[config.mk]
export PLATFORM = sky130hd
export DESIGN_NAME = mem_arb
export DESIGN_NICKNAME = d
export VERILOG_FILES = /design/src/rtl/mem_arb.sv
export SDC_FILE = /design/constraint.sdc
export NUM_CORES = 1
export LEC_CHECK = 0
export ABC_AREA = 0
export CAP_MARGIN = 20
export CELL_PAD_IN_SITES_DETAIL_PLACEMENT = 0
export CELL_PAD_IN_SITES_GLOBAL_PLACEMENT = 2
export CORE_MARGIN = 5
export CORE_UTILIZATION = 12
export CTS_CLUSTER_DIAMETER = 40
export DETAILED_ROUTE_END_ITERATION = 6
export HOLD_SLACK_MARGIN = 0.06
export PLACE_DENSITY = 0.85
export SLEW_MARGIN = 20
export SYNTH_ARGS = -nofsm -noshare
export SYNTH_HDL_FRONTEND = slang
export SYNTH_SLANG_ARGS = --single-unit
export TNS_END_PERCENT = 30
[constraint.sdc]
create_clock -name iw_clk -period 3.2 [get_ports iw_clk]
set_input_delay 0.32 -clock iw_clk [delete_from_list [all_inputs] [get_ports iw_clk]]
set_output_delay 0.32 -clock iw_clk [all_outputs]
set_load 0.005 [all_outputs]
[src/rtl/mem_arb.sv]
// Two-requester arbiter in front of a shared single-port synchronous RAM.
// A (load/store) has priority, and B (fetch) has bounded wait. Optional counters: MEM_ARB_STATS_EN.
module mem_arb #(
  // Defaults match HBIT_ADDR/HBIT_DATA of the project sizes header (4096 x 16-bit words)
  parameter int unsigned HBIT_ADDR  = 11,
  parameter int unsigned HBIT_DATA  = 15,
  parameter int unsigned STARVE_MAX = 3,
  parameter int unsigned W_STAT     = 16
) (
  input  logic                iw_clk,
  input  logic                iw_rst,

  input  logic                iw_a_req,
  input  logic                iw_a_we,
  input  logic [HBIT_ADDR:0]  iw_a_addr,
  input  logic [HBIT_DATA:0]  iw_a_wdata,
  output logic                ow_a_gnt,
  output logic                or_a_ack,
  output logic [HBIT_DATA:0]  ow_a_rdata,

  input  logic                iw_b_req,
  input  logic                iw_b_we,
  input  logic [HBIT_ADDR:0]  iw_b_addr,
  input  logic [HBIT_DATA:0]  iw_b_wdata,
  output logic                ow_b_gnt,
  output logic                or_b_ack,
  output logic [HBIT_DATA:0]  ow_b_rdata,

  output logic                ow_mem_we,
  output logic [HBIT_ADDR:0]  ow_mem_addr,
  output logic [HBIT_DATA:0]  ow_mem_wdata,
  input  logic [HBIT_DATA:0]  iw_mem_rdata,

  input  logic                iw_stat_clr,
  output logic [W_STAT-1:0]   or_a_cnt,
  output logic [W_STAT-1:0]   or_b_cnt,
  output logic [W_STAT-1:0]   or_conf_cnt
);

  localparam logic [3:0] LP_STARVE_MAX = 4'(STARVE_MAX);

  logic [3:0] r_starve;
  logic       w_force_b;
  logic       w_a_gnt;
  logic       w_b_gnt;

  // B wins outright once it has been passed over STARVE_MAX times in a row
  assign w_force_b = iw_b_req && (r_starve == LP_STARVE_MAX);
  assign w_a_gnt   = !iw_rst && iw_a_req && !w_force_b;
  assign w_b_gnt   = !iw_rst && iw_b_req && (w_force_b || !iw_a_req);

  assign ow_a_gnt = w_a_gnt;
  assign ow_b_gnt = w_b_gnt;

  // With no grant the address falls back to A's: a harmless read with no ack
  always_comb begin
    ow_mem_we    = 1'b0;
    ow_mem_addr  = iw_a_addr;
    ow_mem_wdata = iw_a_wdata;
    if (w_a_gnt) begin
      ow_mem_we = iw_a_we;
    end else if (w_b_gnt) begin
      ow_mem_we    = iw_b_we;
      ow_mem_addr  = iw_b_addr;
      ow_mem_wdata = iw_b_wdata;
    end
  end

  // RAM read data is already registered, so it lines up with the acks
  assign ow_a_rdata = iw_mem_rdata;
  assign ow_b_rdata = iw_mem_rdata;

  always_ff @(posedge iw_clk) begin
    if (iw_rst) begin
      or_a_ack <= 1'b0;
      or_b_ack <= 1'b0;
      r_starve <= 4'd0;
    end else begin
      or_a_ack <= w_a_gnt;
      or_b_ack <= w_b_gnt;
      if (!iw_b_req || w_b_gnt) begin
        r_starve <= 4'd0;
      end else if (w_a_gnt && (r_starve < LP_STARVE_MAX)) begin
        r_starve <= r_starve + 4'd1;
      end
    end
  end

`ifdef MEM_ARB_STATS_EN
  localparam logic [W_STAT-1:0] LP_STAT_MAX = '1;

  logic [W_STAT-1:0] r_a_cnt;
  logic [W_STAT-1:0] r_b_cnt;
  logic [W_STAT-1:0] r_conf_cnt;
  logic              w_conf;

  assign w_conf = iw_a_req && iw_b_req;

  // Clear has priority over a same-cycle increment; all counters saturate
  always_ff @(posedge iw_clk) begin
    if (iw_rst || iw_stat_clr) begin
      r_a_cnt    <= '0;
      r_b_cnt    <= '0;
      r_conf_cnt <= '0;
    end else begin
      if (w_a_gnt && (r_a_cnt != LP_STAT_MAX)) begin
        r_a_cnt <= r_a_cnt + 1'b1;
      end
      if (w_b_gnt && (r_b_cnt != LP_STAT_MAX)) begin
        r_b_cnt <= r_b_cnt + 1'b1;
      end
      if (w_conf && (r_conf_cnt != LP_STAT_MAX)) begin
        r_conf_cnt <= r_conf_cnt + 1'b1;
      end
    end
  end

  assign or_a_cnt    = r_a_cnt;
  assign or_b_cnt    = r_b_cnt;
  assign or_conf_cnt = r_conf_cnt;
`else
  logic w_unused_stat_clr;

  assign w_unused_stat_clr = iw_stat_clr;
  assign or_a_cnt          = '0;
  assign or_b_cnt          = '0;
  assign or_conf_cnt       = '0;
`endif

endmodule

=== Word-level counts from Yosys, hierarchy flattened ===
Index checks and enable logic that the tools add are counted.

* Add/subtract/negate cells: 1
* Magnitude comparators: 1
* Eq/ne operators: 1
* Muxes and demuxes: 6
* Reduce and logical (&&, ||, !) cells: 13

{| class="wikitable"
|+ Operators with widths
! operator !! count
|-
| $mux W16 || 2
|-
| $mux W12 || 2
|-
| $logic_and A1 B1 Y1 || 6
|-
| $add A4 B1 Y4 const B || 1
|-
| $eq A4 B2 Y1 const B || 1
|-
| $logic_not A1 Y1 || 4
|-
| $lt A4 B2 Y1 const B || 1
|-
| $logic_or A1 B1 Y1 || 2
|-
| $mux W1 || 2
|-
| $reduce_or A2 Y1 || 1
|}

* Bits in registers: 6
* Bits of input ports: 79
* Logic and storage cells: 25

=== Logic depth before layout (Yosys ltp) ===
* Depth after elaboration: 6
* Gate-level depth with buffers: 5
* Gate-level depth less buffers: 4

=== Worst setup path after synthesis ===
Ideal clock, no wire load.

* Path type: flip-flop to output port
* Start point: register r_starve[0]
* End point: output ow_mem_addr[10]
* Arrival time: 1374 ps
* Data required time: 2880 ps
* Setup slack: 1506 ps
* Cell stages (with the launch flop): 6
* Path buffers: 1
* Cells stage by stage: dfxtp_1 -> ha_1 -> nor3b_4 -> o21a_4 -> buf_12 -> mux2_4

* Cells in the longest elaborated chain, start to end: 6
* Elaborated cells on any way between the ends: 8

{| class="wikitable"
|+ RTL lines
! element !! RTL line !! source
|-
| start, declared || 42 || <nowiki>logic [3:0] r_starve;</nowiki>
|-
| start signal, assigned || 84 || <nowiki>r_starve <= r_starve + 4'd1;</nowiki>
|-
| $eq A4 B2 Y1 * || 48 || <nowiki>assign w_force_b = iw_b_req && (r_starve == LP_STARVE_MAX);</nowiki>
|-
| $logic_and A1 B1 Y1 * || 48 ||
|-
| $logic_or A1 B1 Y1 || 50 || <nowiki>assign w_b_gnt = !iw_rst && iw_b_req && (w_force_b || !iw_a_req);</nowiki>
|-
| $logic_and A1 B1 Y1 || 50 ||
|-
| $mux W12 || 62 || <nowiki>end else if (w_b_gnt) begin</nowiki>
|-
| $mux W12 * || 60 || <nowiki>if (w_a_gnt) begin</nowiki>
|-
| end, declared || 30 || <nowiki>output logic [HBIT_ADDR:0] ow_mem_addr,</nowiki>
|}

Every way passes the cells marked *; elsewhere a longest branch is shown, timed or not.

=== Final worst setup path ===
* Start point: register r_starve[0]
* End point: output ow_mem_wdata[9]

* Cells in the longest elaborated chain, start to end: 6
* Elaborated cells on any way between the ends: 8

{| class="wikitable"
|+ RTL lines
! element !! RTL line !! source
|-
| $eq A4 B2 Y1 * || 48 ||
|-
| $logic_and A1 B1 Y1 * || 48 ||
|-
| $logic_or A1 B1 Y1 || 50 ||
|-
| $logic_and A1 B1 Y1 || 50 ||
|-
| $mux W16 || 62 ||
|-
| $mux W16 * || 60 ||
|-
| end, declared || 31 || <nowiki>output logic [HBIT_DATA:0] ow_mem_wdata,</nowiki>
|}

Marked as above.

==> results.md <==
- Outcome: finished clean
- PostCTS Resize Cnt: 0
- Clock Skew: 0.000553 ns
- Yosys Warn Count: 0
- Arrival time worst endpoint: 2.41 ns
- Hold Fails Final Rpt: 0
- Dominant cell type by area after synthesis: buf_4
- CTS clock-pin slew for the worst setup and hold paths: 0.03 ns
- Slack of the worst reg-to-reg path: 2.13 ns
- CTS tree: done
- Synthesized instance count: 137
- Minimum clock period: 2.73 ns
- Initial core utilization: 12.4%
- Top post-synthesis cells by area: buf_4, mux2_4, dfxtp_1
- CP cell instances: ha_1 -> nor3b_4 -> o21a_4 -> buf_4 -> mux2_4 -> clkdlybuf4s50_1
- Total Wirelength: 3800 µm
- Most frequent cells in the layout: clkdlybuf4s50_1, conb_1, mux2_4, dfxtp_1, buf_4
- Worst EP required: 2.88 ns
- Pwr dens: 240 mW/mm²
- GP Congestion: 0.638
- RR Startpoint: r_starve[0]
- FF+latch count, synth: 6
- Routed via count: 955
- Worst IR drop on VDD: 0.303 mV
- Initial antenna violation count: 0
- Mean post-synth cell area: 9.87 µm²
- Most common cell after layout, fill and taps aside: clkdlybuf4s50_1
- Part of the cycle the worst path needs: 85.4%
- Antenna diodes: 0
- Detailed-route DRC error count: 0
- First-pass GRT wire length: 4820 µm
- Post-layout util: 19.1%
- Drt first pass iters: 4
- DIE AREA: 0.0135 mm²
- Clock share of power: 41.5%
- DP Cell Count: 339
- Chip height: 116 µm
- Hold Buf Count CTS: 0
- CP Capture Type: output pin
- Vias in the first global route: 940
- Final setup fails: 0
- WS Path Type: reg2out
- Worst-path fanout max: 15
- Io pins: 192
- R2r endpoint: or_a_ack
- Core Rows: 38
- Crit start category: flop
- Largest family of logic cells by synthesized area: buffers and inverters
- Reg2Reg Depth: 3
- Fraction of layout cells with a size suffix above 1: 19.3%
- Internal Power: 0.000392 W
- Area share of fa/ha/maj cells after synthesis: 0.925%
- Setup TNS Final: 0 ns
- Post-synthesis simple-gate area fraction: 4.81%
- Area delta synth->final: 54.5%
- Fillers: 1216
- Min-Delay Path Class: reg2reg
- Yosys cell types: 21
- Hold Path Depth: 2
- Max-cap violations: 0
- Seq pwr share: 15.6%
- Seq/Total Area, Yosys: 8.88%
- Worst path top cell family by delay: buffers and inverters
- DR WL/cell: 11.1 µm
- Final total power: 0.000501 W
- Synth top area share: 44.4%
- Post-CTS setup buffer count: 0
- Post-synthesis mux area share: 31.8%
- Final hold slack: 0.487 ns
- Slowest cell on the critical path: clkdlybuf4s50_1
- Placeable Area: 0.0109 mm²
- Max Slew Vio Count: 0
- Width of the die: 116 µm
- WHS Endpoint: r_starve[1]
- Later-pin clock latency in the skew report: 0.23 ns
- Max Fclk: 0.366 GHz
- H-tree levels: 1
- CTS Buffer Depth: 2
- Xor and xnor area share after synthesis: 0%
- Overall Global Routing Usage: 4.64%
- Final antenna-violating net count: 0
- 1st-iter DRT viols: 33
- Sw Ratio: 21.9%
- CP Buf/Inv Count: 2
- CTS root buffer: clkbuf_16
- Final HPWL DP: 3410 µm
- Drt via density: 2.79
- Leak Pwr: 0.895 nW
- Nets: 284
- CTS Buf Count: 3
- Total gr overflow: 0
- Clk sink count: 6
- Psw: 0.000110 W
- CP max stage delay: 0.45 ns
- Hold_sp: r_starve[1]
- Port Buffers: 94
- Pin count of the biggest net entering global routing: 16
- RSZ-0062 raised after global routing: false
- Final cell count without fillers: 342
- Post-synthesis compound-gate area fraction: 4.16%
- Post-Syn Area: 0.00135 mm²
- Logic pwr share: 43.0%
==> layer usage <==
metal | global-route usage [%] | share of wire, % | vias to the layer above
met5 | 0 | 0 | -
met4 | 2.17 | 1.8 | 0
met3 | 1.30 | 9.8 | 10
met2 | 8.40 | 55 | 62
met1 | 5.00 | 33 | 431
li1 | - | - | 452
==> Yosys cell counts <==
| cell | instances |
|---|---|
| o21a_1 | 1 |
| buf_4 | 80 |
| and2b_4 | 1 |
| dfxtp_1 | 6 |
| mux2_4 | 28 |
| inv_1 | 1 |
| a21oi_1 | 1 |
| buf_12 | 3 |
| a22o_1 | 1 |
| a211oi_1 | 2 |
| nor3b_4 | 1 |
| ha_1 | 1 |
| o21ai_0 | 1 |
| nor2_1 | 3 |
| nand2_1 | 1 |
| mux2i_1 | 1 |
| and3_1 | 1 |
| and3_2 | 1 |
| nand3b_1 | 1 |
| conb_1 | 1 |
| o21a_4 | 1 |
==> stage by stage <==
step	setup slack [ns]	area, µm²
final	0.467	2090
after global routing	0.313	2090
after floorplan	1.51	1530
after CTS	0.408	2090
after global placement	0.492	2010
after detailed placement	0.470	2010
==> sequential cells by signal, summed over array words and instances (netlist names) <==
register and flops:
or_b_ack 1, or_a_ack 1, r_starve 4
==> worst min-delay path, stage by stage (launching register included) <==
cell and delay (ns):
dfxtp_1 0.30, o21ai_0 0.07, a21oi_1 0.06
==> power by group through the flow <==
| stage | combinational (W) | sequential [W] | clock (W) |
|---|---|---|---|
| after detailed placement | 0.000216 | 0.0000790 | 0 |
| after global placement | 0.000214 | 0.0000789 | 0 |
| after floorplan | 0.000154 | 0.0000790 | 0 |
| after CTS | 0.000217 | 0.0000779 | 0.000213 |
| after global routing | 0.000231 | 0.0000780 | 0.000214 |
| final | 0.000215 | 0.0000779 | 0.000208 |
==> area by class of cell <==
type | count | area [µm²] | area share, %
clock buffers | 3 | 75.1 | 3.59
inverters | 1 | 3.75 | 0.180
multi-input cells | 94 | 744 | 35.6
flip-flops and latches | 6 | 120 | 5.75
well taps | 140 | 175 | 8.38
repair buffers | 98 | 971 | 46.5
==> how the worst max path moves through the flow <==
stage          cells past startpoint        start         endpoint
2_1_floorplan                      5  r_starve[0]  ow_mem_addr[10]
3_3_place_gp                       6       iw_rst  ow_mem_wdata[9]
3_5_place_dp                       6       iw_rst  ow_mem_wdata[9]
4_1_cts                            6  r_starve[0]  ow_mem_wdata[9]
5_1_grt                            6  r_starve[0]  ow_mem_wdata[9]
6_report                           6  r_starve[0]  ow_mem_wdata[9]
==> cells by family after synthesis <==
logic type,count (synthesis)
AND/OR/NAND/NOR,9
AO/OA/AOI/OAI,7
multiplexers,29
flip-flops,6
other,1
buffers and inverters,84
adder cells (fa/ha/maj),1
Note: power is estimated with default switching activity, not from simulation.
